[src/rtl/vga_line_fetcher.sv]
// Streams the frame buffer from FRAME_BASE into a 16-word pixel FIFO, one single-word read at a time.
// Latency: a request is raised on the edge after IDLE sees room; a popped pixel appears one cycle after its strobe.
// Backpressure: fetching pauses while the FIFO is full, enable is low or the controller is busy.
module vga_line_fetcher #(
  parameter int                ADDR_W      = 24,
  parameter int                DATA_W      = 16,
  parameter int                FIFO_AW     = 4,
  parameter logic [ADDR_W-1:0] FRAME_BASE  = 24'h000000,
  parameter logic [ADDR_W-1:0] FRAME_WORDS = 24'd307200
) (
  input  logic                clk,
  input  logic                reset,
  input  logic                enable,
  input  logic                frame_start,
  output logic [ADDR_W-1:0]   mem_addr,
  output logic                mem_request,
  output logic                mem_n_write_enable,
  output logic [DATA_W-1:0]   mem_data_write,
  input  logic [DATA_W-1:0]   mem_data_read,
  input  logic                mem_data_ready,
  input  logic                mem_busy,
  input  logic                pixel_rd_en,
  output logic [DATA_W-1:0]   pixel_data,
  output logic                fifo_empty,
  output logic [FIFO_AW:0]    fifo_level,
  output logic                underflow
);

  localparam int               DEPTH   = 1 << FIFO_AW;
  localparam logic [FIFO_AW:0] DEPTH_L = {1'b1, {FIFO_AW{1'b0}}};

  typedef enum logic [1:0] {IDLE, REQ, RELEASE} state_t;

  state_t              state, state_nx;
  logic                start;
  logic                push;
  logic                pop;
  logic [ADDR_W-1:0]   word_cnt;
  logic [FIFO_AW-1:0]  wr_ptr, rd_ptr;
  logic [DATA_W-1:0]   fifo_mem [DEPTH];

  // The controller bus is only ever read from.
  assign mem_n_write_enable = 1'b1;
  assign mem_data_write     = '0;
  assign fifo_empty         = (fifo_level == '0);

  // A pop is only honoured when there is data and no flush is happening in the same cycle.
  assign pop = pixel_rd_en && !fifo_empty && !frame_start;

  // Next-state logic: start a read when there is room, capture the word on data_ready, then wait for ready to drop.
  always_comb begin
    state_nx = state;
    start    = 1'b0;
    push     = 1'b0;
    case (state)
      IDLE: begin
        if (!frame_start && enable && !mem_busy && (fifo_level < DEPTH_L)) begin
          state_nx = REQ;
          start    = 1'b1;
        end
      end
      REQ: begin
        if (frame_start) begin
          // Abandon the read; whatever the controller returns this cycle is dropped.
          state_nx = RELEASE;
        end else if (mem_data_ready) begin
          state_nx = RELEASE;
          push     = 1'b1;
        end
      end
      RELEASE: begin
        if (frame_start || !mem_data_ready) begin
          state_nx = IDLE;
        end
      end
      default: state_nx = IDLE;
    endcase
  end

  // State register.
  always_ff @(posedge clk) begin
    if (reset) begin
      state <= IDLE;
    end else begin
      state <= state_nx;
    end
  end

  // Request line, address and frame word counter; the address is latched at request start and held through REQ.
  always_ff @(posedge clk) begin
    if (reset || frame_start) begin
      mem_request <= 1'b0;
      mem_addr    <= FRAME_BASE;
      word_cnt    <= '0;
    end else begin
      if (start) begin
        mem_request <= 1'b1;
        mem_addr    <= FRAME_BASE + word_cnt;
      end
      if (push) begin
        mem_request <= 1'b0;
        if (word_cnt == FRAME_WORDS - 1'b1) begin
          word_cnt <= '0;
        end else begin
          word_cnt <= word_cnt + 1'b1;
        end
      end
    end
  end

  // FIFO storage; a push only happens in REQ without a flush, so no reset is needed here.
  always_ff @(posedge clk) begin
    if (push) begin
      fifo_mem[wr_ptr] <= mem_data_read;
    end
  end

  // FIFO pointers, level, registered pixel output and sticky underflow flag.
  always_ff @(posedge clk) begin
    if (reset) begin
      wr_ptr     <= '0;
      rd_ptr     <= '0;
      fifo_level <= '0;
      pixel_data <= '0;
      underflow  <= 1'b0;
    end else if (frame_start) begin
      // Flush keeps the last pixel on the output; only the queue and the flag are cleared.
      wr_ptr     <= '0;
      rd_ptr     <= '0;
      fifo_level <= '0;
      underflow  <= 1'b0;
    end else begin
      if (push) begin
        wr_ptr <= wr_ptr + 1'b1;
      end
      if (pop) begin
        rd_ptr     <= rd_ptr + 1'b1;
        pixel_data <= fifo_mem[rd_ptr];
      end
      case ({push, pop})
        2'b10:   fifo_level <= fifo_level + 1'b1;
        2'b01:   fifo_level <= fifo_level - 1'b1;
        default: fifo_level <= fifo_level;
      endcase
      // Emptiness is judged before this cycle's push, so a push into an empty FIFO does not rescue a pop.
      if (pixel_rd_en && fifo_empty) begin
        underflow <= 1'b1;
      end
    end
  end

endmodule
[config.mk]
export PLATFORM = sky130hd
export DESIGN_NAME = vga_line_fetcher
export DESIGN_NICKNAME = d
export VERILOG_FILES = /design/src/rtl/vga_line_fetcher.sv
export SDC_FILE = /design/constraint.sdc
export NUM_CORES = 1
export LEC_CHECK = 0
export BUFFER_PORTS_ARGS = -buffer_cell sky130_fd_sc_hd__buf_2
export CAP_MARGIN = 0
export CORE_MARGIN = 2
export CORE_UTILIZATION = 31
export CTS_CLUSTER_SIZE = 12
export DETAILED_ROUTE_END_ITERATION = 10
export GPL_TIMING_DRIVEN = 1
export REMOVE_ABC_BUFFERS = 1
export SLEW_MARGIN = 20
export SYNTH_ARGS = -nofsm -noshare
export SYNTH_HDL_FRONTEND = slang
export SYNTH_SLANG_ARGS = --single-unit
[constraint.sdc]
create_clock -name clk -period 3.1 [get_ports clk]
set_input_delay 0.62 -clock clk [delete_from_list [all_inputs] [get_ports clk]]
set_output_delay 0.62 -clock clk [all_outputs]
set_load 0.02 [all_outputs]
### Word level (Yosys, flattened, before mapping)

Memory sizes are Yosys's and may differ from the RTL's. A register that Yosys moved wholly into a read port is not among the register bits.
Index checks and enable logic that the tools add are counted.

| word-level totals | value |
|---|---|
| register bits after elaboration | 65 |
| latch bits | 0 |
| memory bits (read-only) | 0 |
| memory bits (writable) | 256 |
| word-level logic and storage cells | 57 |
| bits of input ports | 23 |
| memories kept | 1 |
| output and inout port bits | 65 |

Memories:

| memory | words | width | read ports | clocked after Yosys merged registers in | wr ports | line | text |
|---|---|---|---|---|---|---|---|
| fifo_mem | 16 | 16 | 1 | 1 | 1 | 40 | `logic [DATA_W-1:0] fifo_mem [DEPTH];` |

| operators by class | value |
|---|---|
| bitwise operators | 1 |
| shift-type cells | 0 |
| $mul | 0 |
| eq/ne operators | 8 |
| div/mod/pow operators | 0 |
| magnitude comparators | 1 |
| reductions and logical operators | 19 |
| add/sub/neg operators | 5 |
| mux-type cells | 14 |

Operators with widths:

| cell | count |
|---|---|
| 24-bit by 1-bit adder with 24-bit output, second input constant | 1 |
| 24-bit by 19-bit equality test with 1-bit output, second input constant | 1 |
| 24-bit two-way mux | 1 |
| 5-bit one-hot mux with 2 select lines | 1 |
| 4-bit by 1-bit adder with 4-bit output, second input constant | 2 |
| 2-bit two-way mux | 4 |
| 1-bit two-way mux | 7 |
| 1-bit logical AND | 6 |
| 2-bit one-hot mux with 3 select lines | 1 |
| 5-bit by 1-bit adder with 5-bit output, second input constant | 1 |
| 5-bit zero test | 1 |
| 5-bit < comparator, second input constant | 1 |
| 5-bit by 1-bit subtractor with 5-bit output, second input constant | 1 |
| 2-bit by 1-bit equality test with 1-bit output, second input constant | 2 |
| 2-bit equality test, second input constant | 2 |
| 1-bit zero test | 4 |
| 2-bit inequality test, second input constant | 2 |
| 2-bit OR reduction | 2 |
| 3-bit inequality test, second input constant | 1 |
| 3-bit AND reduction | 1 |
| 2-bit zero test | 1 |
| 1-bit logical OR | 2 |
| 2-bit AND reduction | 1 |
| 2-bit nonzero test | 1 |
| 1-bit inverter | 1 |

### Depth between registers and ports, before layout

Gate-level depths: netlist (run 1).

| logic depth | value |
|---|---|
| depth in word-level cells | 6 |
| depth in mapped cells | 12 |
| depth with buffers taken out | 10 |

### Worst setup path after synthesis (run 1)

No wires, ideal clock.

| timing | value |
|---|---|
| path kind | input -> register |
| start point | input port frame_start |
| end point | memory fifo_mem[0][0] (enable) |
| cell stages on the path | 5 |
| data required time | 2.691 ns |
| arrival | 2.571 ns |
| setup time | 0.409 ns |
| slack | 0.119 ns |
| path through | and4bb_1 -> buf_4 -> clkbuf_1 -> nand2_1 -> nor3_1 |

| on the way | value |
|---|---|
| longest elaborated chain between the ends | 4 |

Ends and longest elaborated chain:

| element | line | text |
|---|---|---|
| start: declaration | 14 | `input logic frame_start,` |
| 1-bit two-way mux | 63 | `if (frame_start) begin` |
| 1-bit two-way mux | 55 | `case (state)` |
| 1-bit two-way mux | 113 | `if (push) begin` |
| 1-bit two-way mux (implied by the code) | 114 | `fifo_mem[wr_ptr] <= mem_data_read;` |
| end: declaration | 40 |  |

Every way passes these cells.

### Worst setup path in the final report (run 1)

| timing | value |
|---|---|
| start point | register fifo_level[0] |
| end point | register fifo_level[4] |

| on the way | value |
|---|---|
| longest elaborated chain between the ends | 6 |
| elaborated cells on any way between the ends | 10 |

Ends and longest elaborated chain:

| element | line | text |
|---|---|---|
| start: declaration | 25 | `output logic [FIFO_AW:0] fifo_level,` |
| start signal: assignment | 141 | `2'b10: fifo_level <= fifo_level + 1'b1;` |
| start signal: assignment | 142 | `2'b01: fifo_level <= fifo_level - 1'b1;` |
| start signal: assignment | 143 | `default: fifo_level <= fifo_level;` |
| 5-bit zero test | 45 | `assign fifo_empty = (fifo_level == '0);` |
| 1-bit zero test | 48 | `assign pop = pixel_rd_en && !fifo_empty && !frame_start;` |
| 1-bit logical AND (2 in series) | 48 |  |
| 2-bit by 1-bit equality test with 1-bit output / 2-bit equality test (equally long branches) | 140 | `case ({push, pop})` |
| 5-bit one-hot mux with 2 select lines / 2-bit nonzero test (equally long branches) | - |  |

Parallel ways exist; a longest one is shown, timed or not.
A chain may end at the register's enable or synchronous reset.

==> results.cfg, run 1 <==
[run_status]
status = complete, no violations

[die]
chipHeight_um = 210
initial_utilization_pct = 31.4
ios = 88
core_mm2 = 0.0420
die_w_um = 210
dieArea_mm2 = 0.0443
row_count = 75

[layout]
area_growth_pct = 17.6
antenna_cells = 0
fillerInstances = 3944
seqCellArea_mm2 = 0.00931
postLayoutCoreUtil_pct = 37.0
final_layout_size_suffix_gt1_share_pct = 20.6
multi_input_area_mm2 = 0.00363
layout.nets = 1026

[yosys]
synth_flop_cell = edfxtp_1
ys_seq_elements = 337
synthTopCellsByArea = edfxtp_1, dfxtp_1, mux4_2
yosysTopAreaCell = edfxtp_1
synth_common_cells = edfxtp_1, nand2_1, dfxtp_1, nor2_1, mux2i_1
synth_top_cell_area_share_pct = 58.2
seq_area_frac_synth_pct = 70.4
syn_inst = 888
syn_avg_cell_area_um2 = 14.9
synth_area_mm2 = 0.0132
synth.most_common_cell = edfxtp_1
async_reset_ff_share_pct = 0
yosysWarnings = 0
synth_cell_types = 48
synth_edf_count = 256

[clocking]
hold_buffers = 0
cts.sinks = 337
root_buffer = clkbuf_16
numCtsBuffers = 37
path_clk_slew_ns = 0.06
cts_max_level = 2
post-cts-setup-buffers = 0
clock_path_buffers = 3
post_cts_resized = 0
insertion_delay_ns = 0.55
tritoncts = done

[global_route]
use_met2_pct = 21.4
gr-usage-all-layers_pct = 13.5
grt_pass1_vias = 7256
grt_use_met3_pct = 2.83
grt_pass1_wl_mm = 44.8
overflow = 0
grt_max_degree = 38
grt.busiest_layer = met2
grt_use_met1_pct = 18.8
antenna_found_initial = 1

[place]
io_buffer_count = 70
hpwl_mm = 18.6
place_congestion = 0.751

[routing]
via_per_inst = 4.85
drcViolationCount = 0
drt_wl_total_mm = 29.5
dr.pass1.iters = 4
antenna_left = 0
via_count = 7557
wl_per_cell_um = 18.9
initialDrtViolationCount = 523

[setup_path]
start_kind = register
worstPathRequired_ns = 3.56
crit_type = register to register
crit_path_max_fanout = 5
arrival_ns = 3.29
end_kind = register

[power]
cellLeakagePower_uw = 0.00502
powerDensity_mw_per_mm2 = 588
peakVddDrop_mv = 0.305

[timing]
final-max-slew-violation-count = 0
finalClockSkew_ns = 0.0207
hold_viol_final = 0
period_minus_slack_ns = 2.83
setup_viol = 0
tns_ns = 0
tightest_slew_ns = 0.797
slew_headroom_pct = 46.5
max_freq_ghz = 0.353
rsz0062_at_grt = false
min_period_over_period_pct = 91.4

[min_path]
hold_path_class = primary input to register

[flow_run]
maxCapViolations = 0
## final timing paths
kind	start	to	slack, ns	depth (start not counted)
worst max-delay path	fifo_level[0]	fifo_level[4]	0.27	9
worst min-delay path	pixel_rd_en	underflow	0.35	3
worst max register to register	fifo_level[0]	fifo_level[4]	0.27	9
worst min register to register	mem_addr[23]	mem_addr[23]	0.45	2
## kinds of logic after synthesis
kind of cell | count (synthesis) | share of synthesized area, %
AOI/OAI and AO/OA | 114 | 5.54
DFF | 337 | 70.4
buffers and inverters | 73 | 2.73
xor gates and xnor gates | 25 | 1.66
and+or+nand+nor | 228 | 8.04
other | 2 | 0.0568
adders and majority gates | 11 | 1.10
muxes | 98 | 10.5
## cell type report
cell class	count	share of cell area, %
flip-flops and latches	337	59.9
multi-input cells	493	23.4
clock buffers	55	6.78
repair buffers	112	4.76
well taps	539	4.34
clock inverters	12	0.571
inverters	11	0.266
## state kept, by name, summed over array words and instances (netlist names)
register     cells
fifo_mem       256
rd_ptr           4
mem_addr        24
fifo_level       5
pixel_data      16
wr_ptr           4
state            2
word_cnt        24
mem_request      1
underflow        1
## cells in the final DEF, fill, tap and decap left out, drive strengths merged, types with 4 or more instances in the layout
cell	count
nand2b	6
a311oi	16
inv	14
nand2	88
xnor2	4
clkbuf	55
a21oi	33
buf	112
o21ai	9
ha	10
edfxtp	256
mux2i	66
nand4	10
nor4b	5
and3	6
xor2	21
conb	17
o22ai	32
nand3	13
clkinv	9
nor3	10
dfxtp	81
nor4	4
mux4	32
nor2	67
nor2b	5
a211oi	17
## critical path: stages, from the launching register on
cell and delay [ns]:
dfxtp_1 0.35, or4_1 0.58, o211a_1 0.25, ha_1 0.25
ha_1 0.33, nor2b_1 0.15, o21ai_0 0.21, a211oi_1 0.13
or3_1 0.37, a21oi_1 0.12
## per-layer routing
metal | share of wire (%) | vias up
li1 | - | 3558
met1 | 47 | 3790
met2 | 47 | 171
met3 | 4.8 | 36
met4 | 1.4 | 2
met5 | 0.044 | -
## through the flow
step	std cells	power (µW)	hold WS [ns]	instance area (µm²)	setup slack, ns
2_1_floorplan	841	5000	0.457	13000	-0.963
3_3_place_gp	1492	5080	0.443	14400	0.236
3_5_place_dp	1492	5090	0.444	14400	0.206
4_1_cts	1559	9260	0.320	15500	0.290
5_1_grt	1559	9460	0.361	15500	0.113
6_report	1559	9140	0.353	15500	0.268
## power breakdown
group	total (µW)	leakage, µW	switching, µW	internal, µW
sequential	4850	0.00295	2.22	4850
combinational	135	0.00150	110	24.7
clock	4150	0.000565	1770	2380
Power figures use the tool's default switching activity.
==> run 2, diff against run 1 <==
CORE_MARGIN = default   (was 2)
PLACE_DENSITY = 0.49   (was default)
==> run 2 against run 1 <==
Net effect:
- count of clock-buffer cells in the layout shrank 2
- maximum frequency grew 2.7%
- sequential power is essentially flat
- utilization is essentially flat
- power shrank 0.15%
- setup slack gained 0.076 ns
- non-clock buffer count grew 3
- first-iteration DRC count shrank 26%
- worst hold slack gained 0.015 ns
- final cell count grew 0.26%
- final area is essentially flat
==> results.cfg, run 2 (synthesized netlist as in run 1, its figures left out) <==
[run_status]
status = complete, no violations

[layout]
top_regs = fifo_mem: 256 flops, mem_addr: 24 flops, word_cnt: 24 flops
seqCellArea_mm2 = 0.00931
fin_area_mm2 = 0.0155
layout_commonest_cell = edfxtp_1
area_growth_pct = 17.6
mostFrequentLayoutCells = edfxtp_1, nand2_1, dfxtp_1
largest_reg_flops = 256
regMostFlops = fifo_mem
fillerInstances = 4025
multi_input_area_mm2 = 0.00365
layout.nets = 1029
final_layout_size_suffix_gt1_share_pct = 21.3
antenna_cells = 0

[clocking]
cts.sinks = 337
root_buffer = clkbuf_16
post-cts-setup-buffers = 0
tritoncts = done
hold_buffers = 0
insertion_delay_ns = 0.53
post_cts_resized = 0
numCtsBuffers = 37
clock_path_buffers = 3
path_clk_slew_ns = 0.06
cts_max_level = 2

[setup_path]
end_kind = register
start_kind = register
slowest_stage = or4_1
path_buf_inv = 0
crit_top_cell = ha_1
crit_type = register to register
worstPathRequired_ns = 3.55
crit_path_max_fanout = 5
cp_top_family = simple AND/OR/NAND/NOR gates
arrival_ns = 3.21
slowest_delay_ns = 0.57
critical_path.cell_chain = or4_1 -> o211a_1 -> ha_1 -> ha_1 -> nor2b_1 -> o21ai_0 -> a211oi_1 -> or3_1 -> a21oi_1

[flow_run]
maxCapViolations = 0

[timing]
rsz0062_at_grt = false
final-max-slew-violation-count = 0
hold_ws_ns = 0.368
period_minus_slack_ns = 2.76
max_freq_ghz = 0.363
setup_ws_ns = 0.343
min_period_over_period_pct = 88.9
slew_headroom_pct = 41.4
setup_viol = 0
tns_ns = 0
tightest_slew_ns = 0.873
hold_viol_final = 0
finalClockSkew_ns = 0.0213

[place]
place_area_mm2 = 0.0144
hpwl_mm = 18.4
io_buffer_count = 70
place_congestion = 0.767
post-place-ws_ns = 0.319

[global_route]
gr-usage-all-layers_pct = 14.1
grt_pass1_wl_mm = 46.1
grt_max_degree = 47
antenna_found_initial = 1
grt_pass1_vias = 7399
overflow = 0

[routing]
wl_per_cell_um = 19.2
via_per_inst = 4.79
drt_wl_total_mm = 30.0
via_count = 7486
antenna_left = 0
drcViolationCount = 0
dr.pass1.iters = 4
initialDrtViolationCount = 385

[die]
chipHeight_um = 208
die_w_um = 208
initial_utilization_pct = 31.4
core_mm2 = 0.0420
row_count = 75
dieArea_mm2 = 0.0435
ios = 88

[power]
cellLeakagePower_uw = 0.00501
powerDensity_mw_per_mm2 = 587
peakVddDrop_mv = 0.483

[min_path]
hold_path_class = primary input to register
[run 2: cell types whose count changed in the layout (fill, tap and decap cells not counted)]
cell,before,now
inv_6,1,2
nor2_2,4,12
clkinv_2,6,3
clkbuf_1,13,12
nor2_1,63,55
buf_4,36,43
clkinv_8,1,0
clkinv_1,2,7
inv_4,1,0
buf_12,6,2
clkinvlp_4,0,1
clkbuf_16,38,37
bufinv_16,0,1
[run 2: routing by layer]
metal	part of all wire [%]	track usage (%)	up-vias
met1	47	19.9	3721
li1	-	-	3567
met2	46	22.2	155
met3	4.8	2.52	41
met5	0.057	0	-
met4	1.5	3.68	2
[run 2: final timing paths]
path | from | end | slack, ns | cells after the start
worst max-delay path | fifo_level[1] | fifo_level[4] | 0.34 | 9
worst min-delay path | pixel_rd_en | underflow | 0.37 | 3
worst max register to register | fifo_level[1] | fifo_level[4] | 0.34 | 9
worst min register to register | mem_addr[13] | mem_addr[13] | 0.45 | 2
[run 2: final cells by class]
type,count,share of cell area [%]
flip-flops and latches,337,59.9
multi-input cells,493,23.5
clock buffers,53,6.60
repair buffers,115,4.59
well taps,539,4.34
clock inverters,15,0.749
inverters,11,0.266
[run 2: power breakdown]
group	switching (µW)	internal, µW
combinational	107	24.9
clock	1740	2400
sequential	2.13	4850
total	1850	7280
[run 2: per-stage QoR]
| stage | utilization [%] | total power [µW] | instances |
|---|---|---|---|
| global placement | 34.2 | 5080 | 1495 |
| finish | 37.0 | 9120 | 1563 |
| CTS | 37.0 | 9240 | 1563 |
| floorplan | - | 5000 | 841 |
| detailed placement | 34.2 | 5080 | 1495 |
| global route | 37.0 | 9420 | 1563 |
[run 2: worst register-to-register path, stage by stage (launching register included)]
cell,delay (ns)
dfxtp_1,0.34
or4_1,0.57
o211a_1,0.26
ha_1,0.26
ha_1,0.33
nor2b_1,0.15
o21ai_0,0.19
a211oi_1,0.12
or3_1,0.36
a21oi_1,0.12
==> run 3, diff against run 2 <==
PLACE_DENSITY = default   (was 0.49)
PLACE_DENSITY_LB_ADDON = 0.25   (was default)
==> run 3 against run 2 <==
Net effect:
- sequential share of layout area grew 0.20 points
- critical path depth is the same
- critical endpoint unchanged
- critical path type unchanged
- setup slack lost 0.0047 ns
- highest routed layer unchanged
- largest power group unchanged
==> results.cfg, run 3 (synthesized netlist as in run 1, its figures left out) <==
[clocking]
numCtsBuffers = 36
tritoncts = done
cts.sinks = 337
clock_path_buffers = 3
root_buffer = clkbuf_16
post_cts_resized = 0
hold_buffers = 0
path_clk_slew_ns = 0.06
insertion_delay_ns = 0.53
post-cts-setup-buffers = 0
cts_max_level = 2

[routing]
drt_wl_total_mm = 30.7
antenna_left = 0
via_count = 7467
dr.pass1.iters = 4
drcViolationCount = 0
wl_per_cell_um = 19.8
initialDrtViolationCount = 471
via_per_inst = 4.80

[global_route]
grt_pass1_vias = 7485
antenna_found_initial = 1
grt_pass1_wl_mm = 46.3
grt_max_degree = 54
gr-usage-all-layers_pct = 14.2
overflow = 0

[die]
initial_utilization_pct = 31.4
ios = 88
die_w_um = 208
chipHeight_um = 208
core_mm2 = 0.0420
row_count = 75
dieArea_mm2 = 0.0435

[run_status]
status = complete, no violations

[setup_path]
rrSetupSlack_ns = 0.34
worstPathRequired_ns = 3.56
timing.rr.end = fifo_level[4]
rr_startpoint = fifo_level[1]
cp_top_family = simple AND/OR/NAND/NOR gates
end_kind = register
crit_path_max_fanout = 5
reg2regPathDepth = 9
start_kind = register
path_buf_inv = 0
slowest_delay_ns = 0.56
arrival_ns = 3.22
critical_path.cell_chain = or4_1 -> o211a_1 -> ha_1 -> ha_1 -> nor2b_1 -> o21ai_0 -> nor4b_1 -> o21ai_0 -> a21oi_1
slowest_stage = or4_1
crit_type = register to register

[timing]
tightest_slew_ns = 0.916
hold_viol_final = 0
setup_ws_ns = 0.339
max_freq_ghz = 0.362
rsz0062_at_grt = false
min_period_over_period_pct = 89.1
final-max-slew-violation-count = 0
period_minus_slack_ns = 2.76
finalClockSkew_ns = 0.0164
setup_viol = 0
slew_headroom_pct = 38.5
tns_ns = 0

[power]
cellLeakagePower_uw = 0.00495
powerDensity_mw_per_mm2 = 579
peakVddDrop_mv = 0.452

[layout]
regMostFlops = fifo_mem
fillerInstances = 3981
layout_commonest_cell = edfxtp_1
final_layout_size_suffix_gt1_share_pct = 20.5
area_growth_pct = 17.2
antenna_cells = 0
layout.nets = 1023
top_regs = fifo_mem: 256 flops, mem_addr: 24 flops, word_cnt: 24 flops
multi_input_area_mm2 = 0.00365
largest_reg_flops = 256
mostFrequentLayoutCells = edfxtp_1, nand2_1, dfxtp_1
postLayoutCoreUtil_pct = 36.8
fin_cells = 1555
seqCellArea_mm2 = 0.00931

[place]
post-place-ws_ns = 0.343
io_buffer_count = 70
hpwl_mm = 17.7
place_congestion = 0.771
dp.cells = 1490

[min_path]
hold_path_end = underflow
hp-start = pixel_rd_en
worstHoldPathCells = 3
hold_path_class = primary input to register

[flow_run]
maxCapViolations = 0
-- run 3: changes by cell type in the layout (fill, tap and decap cells not counted), moves of 2 or more --
| cell | previous run | this run |
|---|---|---|
| buf_12 | 2 | 6 |
| buf_4 | 43 | 34 |
| clkbuf_1 | 12 | 19 |
| clkinv_1 | 7 | 2 |
| clkinv_2 | 3 | 1 |
-- run 3: cell type report --
type | count | share of cell area, %
well taps | 539 | 4.35
clock buffers | 58 | 6.54
inverters | 11 | 0.267
clock inverters | 7 | 0.420
flip-flops and latches | 337 | 60.1
multi-input cells | 493 | 23.6
repair buffers | 110 | 4.69
-- run 3: worst min-delay path: stages --
cell	delay, ns
buf_2	0.10
a21oi_1	0.06
nor2_1	0.07
-- run 3: layer usage --
layer | up-vias | share of wire, % | GRT usage (%) | wire length, µm
li1 | 3541 | - | - | -
met1 | 3715 | 48 | 19.8 | 14600
met2 | 163 | 46 | 22.3 | 14200
met3 | 46 | 4.1 | 2.61 | 1260
met4 | 2 | 2.2 | 4.39 | 684
met5 | - | 0.039 | 0 | 12
-- run 3: worst max-delay path by stage --
stage,startpoint,to,cells past startpoint
after floorplan,rd_ptr[2],pixel_data[0],3
after global placement,frame_start,fifo_level[4],11
after detailed placement,frame_start,fifo_level[4],11
after CTS,fifo_level[1],fifo_level[4],9
after global routing,fifo_level[1],fifo_level[4],9
final,fifo_level[1],fifo_level[4],9
-- run 3: power by group --
part	internal [µW]	switching, µW	total (µW)	leakage (µW)
logic	24.8	108	133	0.00148
registers	4850	2.14	4850	0.00295
clock network	2260	1730	3980	0.000516
-- run 3: metrics by stage --
| stage | hold WS (ns) | power [µW] | instance area (µm²) |
|---|---|---|---|
| after floorplan | 0.457 | 5000 | 13000 |
| after global routing | 0.386 | 9250 | 15500 |
| final | 0.348 | 8970 | 15500 |
| after detailed placement | 0.443 | 5080 | 14400 |
| after global placement | 0.440 | 5080 | 14400 |
| after CTS | 0.333 | 9080 | 15500 |
